`config.mk`:
```
export PLATFORM = sky130hd
export DESIGN_NAME = slave_config_ack_tx
export DESIGN_NICKNAME = d
export VERILOG_FILES = /design/src/rtl/slave_config_ack_tx.sv
export SDC_FILE = /design/constraint.sdc
export NUM_CORES = 1
export LEC_CHECK = 0
export BUFFER_PORTS_ARGS = -buffer_cell sky130_fd_sc_hd__buf_2
export CORE_MARGIN = 5
export CORE_UTILIZATION = 57
export CTS_BUF_LIST = sky130_fd_sc_hd__clkbuf_4 sky130_fd_sc_hd__clkbuf_8 sky130_fd_sc_hd__clkbuf_16
export CTS_CLUSTER_DIAMETER = 30
export DETAILED_ROUTE_END_ITERATION = 12
export PLACE_DENSITY = 0.79
export REMOVE_ABC_BUFFERS = 1
export SETUP_SLACK_MARGIN = 0.2
export SLEW_MARGIN = 20
export SYNTH_ARGS = -nofsm -noshare
export SYNTH_HDL_FRONTEND = slang
export SYNTH_SLANG_ARGS = --single-unit
```
`constraint.sdc`:
```
create_clock -name clk -period 2.1 [get_ports clk]
set_input_delay 0.63 -clock clk [delete_from_list [all_inputs] [get_ports clk]]
set_output_delay 0.63 -clock clk [all_outputs]
set_load 0.005 [all_outputs]
```
`src/rtl/slave_config_ack_tx.sv`:
```
// -----------------------------------------------------------------------------
// slave_config_ack_tx
//   Turns the config parser's "setting applied" pulses and its parse_error
//   pulse into acknowledge/readback frames on a byte stream headed for the
//   USB-CDC TX FIFO. Frame layout: A5, MOD, CMD, DATA, CHK, 5A where
//   CHK = MOD ^ CMD ^ DATA.
//
// Ports
//   clk, rst                    clock, synchronous active-high reset
//   spi_mode_valid              pulse: SPI mode applied (reports cpol/cpha)
//   spi_cpol, spi_cpha          current SPI mode
//   i2c_7b_addr_valid           pulse: 7-bit address applied
//   i2c_slave_address           current 7-bit address
//   i2c_reg_size_valid          pulse: register-address size applied
//   i2c_reg_addr_16bit          current register-address size
//   i2c_mode_valid              pulse: address mode applied
//   i2c_enable_10bit_mode       current address mode
//   i2c_10b_addr_valid          pulse: 10-bit address applied
//   i2c_slave_10bit_address     current 10-bit address
//   parse_error                 pulse: frame rejected by the parser
//   tx_data, tx_valid, tx_ready  byte stream towards the TX FIFO
//   busy                        frame in flight or any event pending
//   ack_overrun                 pulse: ack event merged into a pending one
// -----------------------------------------------------------------------------
module slave_config_ack_tx #(
  parameter logic [7:0]  ACK_FLAG   = 8'h80,
  parameter logic [7:0]  ERR_MODULE = 8'hFF,
  parameter logic [7:0]  ERR_CMD    = 8'hEE,
  parameter int unsigned GAP_CYCLES = 0
) (
  input  logic       clk,
  input  logic       rst,
  input  logic       spi_mode_valid,
  input  logic       spi_cpol,
  input  logic       spi_cpha,
  input  logic       i2c_7b_addr_valid,
  input  logic [6:0] i2c_slave_address,
  input  logic       i2c_reg_size_valid,
  input  logic       i2c_reg_addr_16bit,
  input  logic       i2c_mode_valid,
  input  logic       i2c_enable_10bit_mode,
  input  logic       i2c_10b_addr_valid,
  input  logic [9:0] i2c_slave_10bit_address,
  input  logic       parse_error,
  output logic [7:0] tx_data,
  output logic       tx_valid,
  input  logic       tx_ready,
  output logic       busy,
  output logic       ack_overrun
);

  localparam logic [1:0] S_IDLE = 2'd0;
  localparam logic [1:0] S_LOAD = 2'd1;
  localparam logic [1:0] S_SEND = 2'd2;
  localparam logic [1:0] S_GAP  = 2'd3;

  // Pending-flag bit positions; lower index wins at load time.
  localparam int F_ERR  = 0;
  localparam int F_SPI  = 1;
  localparam int F_7B   = 2;
  localparam int F_RSZ  = 3;
  localparam int F_MODE = 4;
  localparam int F_10B  = 5;

  localparam logic [7:0] MOD_SPI = ACK_FLAG | 8'h01;
  localparam logic [7:0] MOD_I2C = ACK_FLAG | 8'h02;

  localparam logic [7:0] GAP_LAST = 8'(GAP_CYCLES - 1);

  function automatic logic [7:0] frame_byte(input logic [2:0] i,
                                            input logic [7:0] m,
                                            input logic [7:0] c,
                                            input logic [7:0] d,
                                            input logic [7:0] k);
    case (i)
      3'd0:    frame_byte = 8'hA5;
      3'd1:    frame_byte = m;
      3'd2:    frame_byte = c;
      3'd3:    frame_byte = d;
      3'd4:    frame_byte = k;
      default: frame_byte = 8'h5A;
    endcase
  endfunction

  logic [1:0] state_q, state_d;
  logic [5:0] pend_q, pend_d;
  logic       hi_pend_q, hi_pend_d;
  logic [1:0] hi_bits_q, hi_bits_d;
  logic [7:0] err_cnt_q, err_cnt_d;
  logic [7:0] mod_q, mod_d, cmd_q, cmd_d, dat_q, dat_d, chk_q, chk_d;
  logic [2:0] idx_q, idx_d;
  logic [7:0] gap_q, gap_d;
  logic [7:0] tx_data_q, tx_data_d;
  logic       tx_valid_q, tx_valid_d;
  logic       ovr_q, ovr_d;

  logic [5:0] pulse;
  logic       any_pend;
  logic       load_en;
  logic       accept;
  logic [5:0] load_clr;
  logic       hi_set;
  logic [7:0] sel_mod, sel_cmd, sel_dat;
  logic [7:0] err_base;

  assign pulse = {i2c_10b_addr_valid, i2c_mode_valid, i2c_reg_size_valid,
                  i2c_7b_addr_valid, spi_mode_valid, parse_error};

  // The second half of a 10-bit address readback counts as pending work.
  assign any_pend = (|pend_q) | hi_pend_q;
  // IDLE loads straight away so a pulse reaches tx_valid two clocks later;
  // LOAD is the one-cycle bubble between back-to-back frames.
  assign load_en  = ((state_q == S_IDLE) || (state_q == S_LOAD)) && any_pend;
  assign accept   = tx_valid_q && tx_ready;

  // Frame selection. A pending 10B high half pre-empts everything so the
  // two 10-bit frames always go out as an uninterrupted pair.
  always_comb begin
    load_clr = '0;
    hi_set   = 1'b0;
    sel_mod  = 8'h00;
    sel_cmd  = 8'h00;
    sel_dat  = 8'h00;
    if (hi_pend_q) begin
      sel_mod = MOD_I2C;
      sel_cmd = 8'h05;
      sel_dat = {6'b0, hi_bits_q};
    end else if (pend_q[F_ERR]) begin
      load_clr[F_ERR] = 1'b1;
      sel_mod = ERR_MODULE;
      sel_cmd = ERR_CMD;
      sel_dat = err_cnt_q;
    end else if (pend_q[F_SPI]) begin
      load_clr[F_SPI] = 1'b1;
      sel_mod = MOD_SPI;
      sel_cmd = 8'h01;
      sel_dat = {6'b0, spi_cpol, spi_cpha};
    end else if (pend_q[F_7B]) begin
      load_clr[F_7B] = 1'b1;
      sel_mod = MOD_I2C;
      sel_cmd = 8'h02;
      sel_dat = {1'b0, i2c_slave_address};
    end else if (pend_q[F_RSZ]) begin
      load_clr[F_RSZ] = 1'b1;
      sel_mod = MOD_I2C;
      sel_cmd = 8'h03;
      sel_dat = {7'b0, i2c_reg_addr_16bit};
    end else if (pend_q[F_MODE]) begin
      load_clr[F_MODE] = 1'b1;
      sel_mod = MOD_I2C;
      sel_cmd = 8'h04;
      sel_dat = {7'b0, i2c_enable_10bit_mode};
    end else if (pend_q[F_10B]) begin
      load_clr[F_10B] = 1'b1;
      hi_set  = 1'b1;
      sel_mod = MOD_I2C;
      sel_cmd = 8'h06;
      sel_dat = i2c_slave_10bit_address[7:0];
    end
    if (!load_en) begin
      load_clr = '0;
      hi_set   = 1'b0;
    end
  end

  always_comb begin
    // A pulse arriving on the cycle its own flag is loaded re-arms the flag.
    pend_d = (pend_q & ~load_clr) | pulse;

    // ERR is excluded: repeated errors accumulate in err_cnt instead.
    ovr_d = |(pulse[5:1] & pend_q[5:1] & ~load_clr[5:1]);

    err_base  = load_clr[F_ERR] ? 8'h00 : err_cnt_q;
    err_cnt_d = err_base;
    if (parse_error && (err_base != 8'hFF)) begin
      err_cnt_d = err_base + 8'd1;
    end

    hi_pend_d = hi_pend_q;
    hi_bits_d = hi_bits_q;
    if (hi_set) begin
      hi_pend_d = 1'b1;
      hi_bits_d = i2c_slave_10bit_address[9:8];
    end else if (load_en && hi_pend_q) begin
      hi_pend_d = 1'b0;
    end

    state_d    = state_q;
    mod_d      = mod_q;
    cmd_d      = cmd_q;
    dat_d      = dat_q;
    chk_d      = chk_q;
    idx_d      = idx_q;
    gap_d      = gap_q;
    tx_data_d  = tx_data_q;
    tx_valid_d = tx_valid_q;

    case (state_q)
      S_IDLE, S_LOAD: begin
        if (load_en) begin
          mod_d      = sel_mod;
          cmd_d      = sel_cmd;
          dat_d      = sel_dat;
          chk_d      = sel_mod ^ sel_cmd ^ sel_dat;
          idx_d      = 3'd0;
          tx_data_d  = 8'hA5;
          tx_valid_d = 1'b1;
          state_d    = S_SEND;
        end else begin
          state_d = S_IDLE;
        end
      end
      S_SEND: begin
        if (accept) begin
          if (idx_q == 3'd5) begin
            tx_valid_d = 1'b0;
            gap_d      = 8'd0;
            if (GAP_CYCLES > 0) begin
              state_d = S_GAP;
            end else begin
              state_d = any_pend ? S_LOAD : S_IDLE;
            end
          end else begin
            idx_d     = idx_q + 3'd1;
            tx_data_d = frame_byte(idx_q + 3'd1, mod_q, cmd_q, dat_q, chk_q);
          end
        end
      end
      default: begin
        if (gap_q == GAP_LAST) begin
          state_d = any_pend ? S_LOAD : S_IDLE;
        end else begin
          gap_d = gap_q + 8'd1;
        end
      end
    endcase
  end

  // Control and output registers
  always_ff @(posedge clk) begin
    if (rst) begin
      state_q    <= S_IDLE;
      pend_q     <= '0;
      hi_pend_q  <= 1'b0;
      err_cnt_q  <= 8'h00;
      idx_q      <= 3'd0;
      gap_q      <= 8'd0;
      tx_data_q  <= 8'h00;
      tx_valid_q <= 1'b0;
      ovr_q      <= 1'b0;
    end else begin
      state_q    <= state_d;
      pend_q     <= pend_d;
      hi_pend_q  <= hi_pend_d;
      err_cnt_q  <= err_cnt_d;
      idx_q      <= idx_d;
      gap_q      <= gap_d;
      tx_data_q  <= tx_data_d;
      tx_valid_q <= tx_valid_d;
      ovr_q      <= ovr_d;
    end
  end

  // Frame contents; only meaningful while a frame is in flight
  always_ff @(posedge clk) begin
    mod_q     <= mod_d;
    cmd_q     <= cmd_d;
    dat_q     <= dat_d;
    chk_q     <= chk_d;
    hi_bits_q <= hi_bits_d;
  end

  assign tx_data     = tx_data_q;
  assign tx_valid    = tx_valid_q;
  assign ack_overrun = ovr_q;
  assign busy        = (state_q != S_IDLE) | any_pend;

endmodule
```
==> key figures <==
Floorplanning
  • # IOs: 41
  • Area of the die: 6910 um^2
  • Die height: 83.1 um
  • Initial core utilization: 0.593
  • Row cnt: 26
  • Die width: 83.1 um
  • Core Footprint: 5140 um^2

Final layout
  • Antenna cells: 0
  • Multi-input gate area: 1530 um^2
  • # fillers: 402
  • Share of layout cells above drive strength 1: 0.252
  • Area Overhead vs Synth: 19.6%
  • FF/Latch Area: 1420 um^2
  • Layout Utilization: 0.709
  • Layout Nets: 405

Clocking
  • Skew-Pair Late Insertion Delay: 0.34 ns
  • Sink Count: 60
  • CTS max path bufs: 2
  • TritonCTS clock tree: done
  • Clk slew on worst S/H paths: 0.06 ns
  • Root Driver: clkbuf_8
  • H-tree depth: 3
  • TritonCTS buffer count: 9

Place
  • IO Port Bufs: 40
  • Routability congestion estimate: 0.853
  • Pre-CTS setup slack: 0.284 ns
  • Final HPWL DP: 4970 um

Timing
  • RSZ-0062 raised after global routing: true
  • Clock Skew: 0.0124 ns
  • Fin. Hold Viols: 0
  • Max Slew Vio Count: 0
  • Worst-margin pin slew: 0.465 ns
  • Rel. slew slack: 0.686
  • Crit share post-route: 1.03
  • Post-Route Setup TNS: -0.0681 ns
  • Final setup viols: 1
  • Fin crit period: 2.17 ns
  • Setup WS post-layout: -0.0681 ns
  • Fmax achieved: 0.461 GHz

Setup path
  • Critical path's top delay family: simple AND/OR/NAND/NOR gates
  • Crit path arrival time: 1.54 ns
  • Crit Path Class: reg2out
  • Startpoint Class: flip-flop
  • Crit path capture type: output pin
  • Crit path required time: 1.47 ns
  • Crit-path cells: nor4_4 > nand2_2 > or3_1 > buf_2
  • WP buf/inv: 1
  • Crit-path max FO: 3
  • Worst path slowest cell: dfxtp_2
  • CP max stage delay: 0.34 ns

Logic synthesis
  • Post-synthesis sequential area ratio: 0.466
  • Main synth FF type: dfxtp_1
  • Syn Inst Count: 315
  • YS warnings: 0
  • Synth area leader: dfxtp_1
  • Share of the synthesized area in the top cell type: 0.250
  • Syn_area_per_cell: 9.68 um^2
  • Synth area leaders: dfxtp_1 25%, edfxtp_1 22%, nand2_1 3.6%, o21ai_0 3.4%, nor2_1 3.1%
  • Async set-or-reset flop fraction in the synthesized netlist: 0
  • Synth Register Bits: 60
  • Distinct cells, synth: 65
  • EDFF count, synth: 22
  • Cell Area, Synth: 3050 um^2

Pwr
  • Switching power: 719 uW
  • PD cells: 828 nW/um^2
  • Clk network pwr share: 0.415
  • Comb power frac: 0.129
  • Sw Share: 0.238
  • Register share of total power: 0.456
  • Leak: 1.45 nW
  • Pint: 2.30 mW
  • Worst vdd ir: 0.517 mV

Global routing
  • All-layer global routing usage: 0.204
  • Initial antenna violation count: 0
  • First-pass GRT wire length: 11,600 um
  • Largest net degree at the start of global routing: 19
  • Vias in the first global route: 2,550
  • GRT Residual Overflow: 0

Drt
  • Initial DRT Pass Iterations: 5
  • ANT nets after route: 0
  • WL per Instance: 15.3 um
  • DRC Markers: 0
  • Vias: 2,654
  • Routed WL: 6800 um
  • Via-to-Cell Ratio: 5.99
  • 1st-iter DRT viols: 142

Status
  • Failing checks: negative setup slack
  • Outcome: finished with violations

Run
  • Max-cap violations: 0

Min path
  • Hold crit path type: reg2reg
-- registers in the layout, summed over array words and instances (netlist names) --
signal / count
ack_overrun: 1
gap_q: 8
mod_q: 4
tx_valid: 1
tx_data: 8
cmd_q: 3
hi_pend_q: 1
chk_q: 5
state_q: 2
err_cnt_q: 8
hi_bits_q: 2
dat_q: 8
pend_q: 6
idx_q: 3
-- cell usage after synthesis, types with 2 or more instances --
cell type,count
a211oi_1,6
a21boi_0,2
a21oi_1,18
a21oi_2,2
a221o_1,2
a221oi_1,2
a222oi_1,4
a22oi_1,6
a31oi_1,6
a32o_1,3
and2_1,2
and3_1,4
and4_1,4
buf_1,2
buf_2,5
clkbuf_1,6
dfxtp_1,38
edfxtp_1,22
ha_1,7
inv_1,10
nand2_1,29
nand2b_1,6
nand3_1,6
nand4_1,3
nand4b_1,2
nor2_1,25
nor2b_1,4
nor3_1,11
nor4b_1,2
o211a_1,3
o211ai_1,6
o21a_1,2
o21ai_0,21
o21ba_2,3
o22ai_1,2
o31ai_1,2
o41ai_1,4
or3_1,3
xor2_1,4
-- metrics by stage --
step / instance area, um^2 / total power, mW / hold WS, ns / instances
floorplan: 2970 / 1.62 / 0.448 / 300
global placement: 3380 / 1.77 / 0.456 / 426
detailed placement: 3380 / 1.78 / 0.461 / 426
CTS: 3620 / 3.02 / 0.461 / 442
global route: 3640 / 3.14 / 0.470 / 443
finish: 3640 / 3.02 / 0.472 / 443
-- final cells by class --
| class | instances | share of cell area |
|---|---|---|
| Clock inverter | 5 | 0.0275 |
| Sequential cell | 60 | 0.391 |
| Multi-Input combinational cell | 229 | 0.418 |
| Inverter | 11 | 0.0113 |
| Clock buffer | 11 | 0.0381 |
| Timing Repair Buffer | 57 | 0.0899 |
| Tap cell | 70 | 0.0240 |
-- worst reg2reg max path: cells and delay by family, from the launching register on --
kind / cells / cell delay [ns]
simple gates: 2 / 0.72
flops: 1 / 0.40
fa+ha+maj: 1 / 0.25
compound gates: 2 / 0.23
buf+inv: 1 / 0.10
-- power groups by stage --
| stage | Clock (mW) | Combinational, mW | Sequential (mW) |
|---|---|---|---|
| 2_1_floorplan | 0 | 0.212 | 1.40 |
| 3_3_place_gp | 0 | 0.374 | 1.39 |
| 3_5_place_dp | 0 | 0.381 | 1.40 |
| 4_1_cts | 1.27 | 0.384 | 1.37 |
| 5_1_grt | 1.33 | 0.432 | 1.38 |
| 6_report | 1.25 | 0.391 | 1.38 |
-- cell usage in the layout (no fill, tap or decap), types with 3 or more instances in the layout --
cell type / n
nor2_1: 25
or3_1: 3
a211oi_1: 6
nand3_1: 6
bufinv_16: 3
o21ai_0: 21
and4_1: 4
buf_2: 40
nand2b_1: 6
nand2_1: 28
and3_1: 4
a32o_1: 3
xor2_1: 3
nor2b_1: 4
ha_1: 7
o41ai_1: 4
buf_4: 17
a31oi_1: 6
a222oi_1: 4
a22oi_1: 6
o211ai_1: 6
o21ba_2: 3
nand4_1: 3
inv_1: 10
clkbuf_8: 9
o211a_1: 3
edfxtp_1: 22
a21oi_1: 18
dfxtp_1: 36
nor3_1: 11
-- what timing repair did --
action | 4_1_cts | 5_1_grt
setup buffers | 0 | 1
gates resized for setup | 1 | 4
pin swaps | 1 | 3
hold buffers | 0 | 0
endpoints found under the setup margin | 1 | 5
-- routing by layer --
| layer | vias to the layer above | track usage | wire, um |
|---|---|---|---|
| li1 | 1305 | - | - |
| met2 | 105 | 0.333 | 3330 |
| met1 | 1232 | 0.256 | 3030 |
| met5 | - | 0 | 0 |
| met3 | 12 | 0.0515 | 342 |
| met4 | 0 | 0.0817 | 89 |
-- cells by family after synthesis --
logic type / Yosys count / synth area share
AO/OA/AOI/OAI: 104 / 0.245
XOR/XNOR: 5 / 0.0144
adder cells (fa/ha/maj): 7 / 0.0287
buffers and inverters: 26 / 0.0378
flip-flops: 60 / 0.466
multiplexers: 1 / 0.00369
AND/OR/NAND/NOR: 112 / 0.204
-- final timing paths --
| check | start | end | slack, ns | depth (start not counted) |
|---|---|---|---|---|
| min | tx_data[4] | tx_data[4] | 0.47 | 1 |
| min reg2reg | tx_data[4] | tx_data[4] | 0.47 | 1 |
| max | pend_q[2] | busy | -0.07 | 4 |
| max reg2reg | idx_q[1] | gap_q[4] | 0.33 | 6 |
No activity file was read; power rests on OpenSTA's default activity.
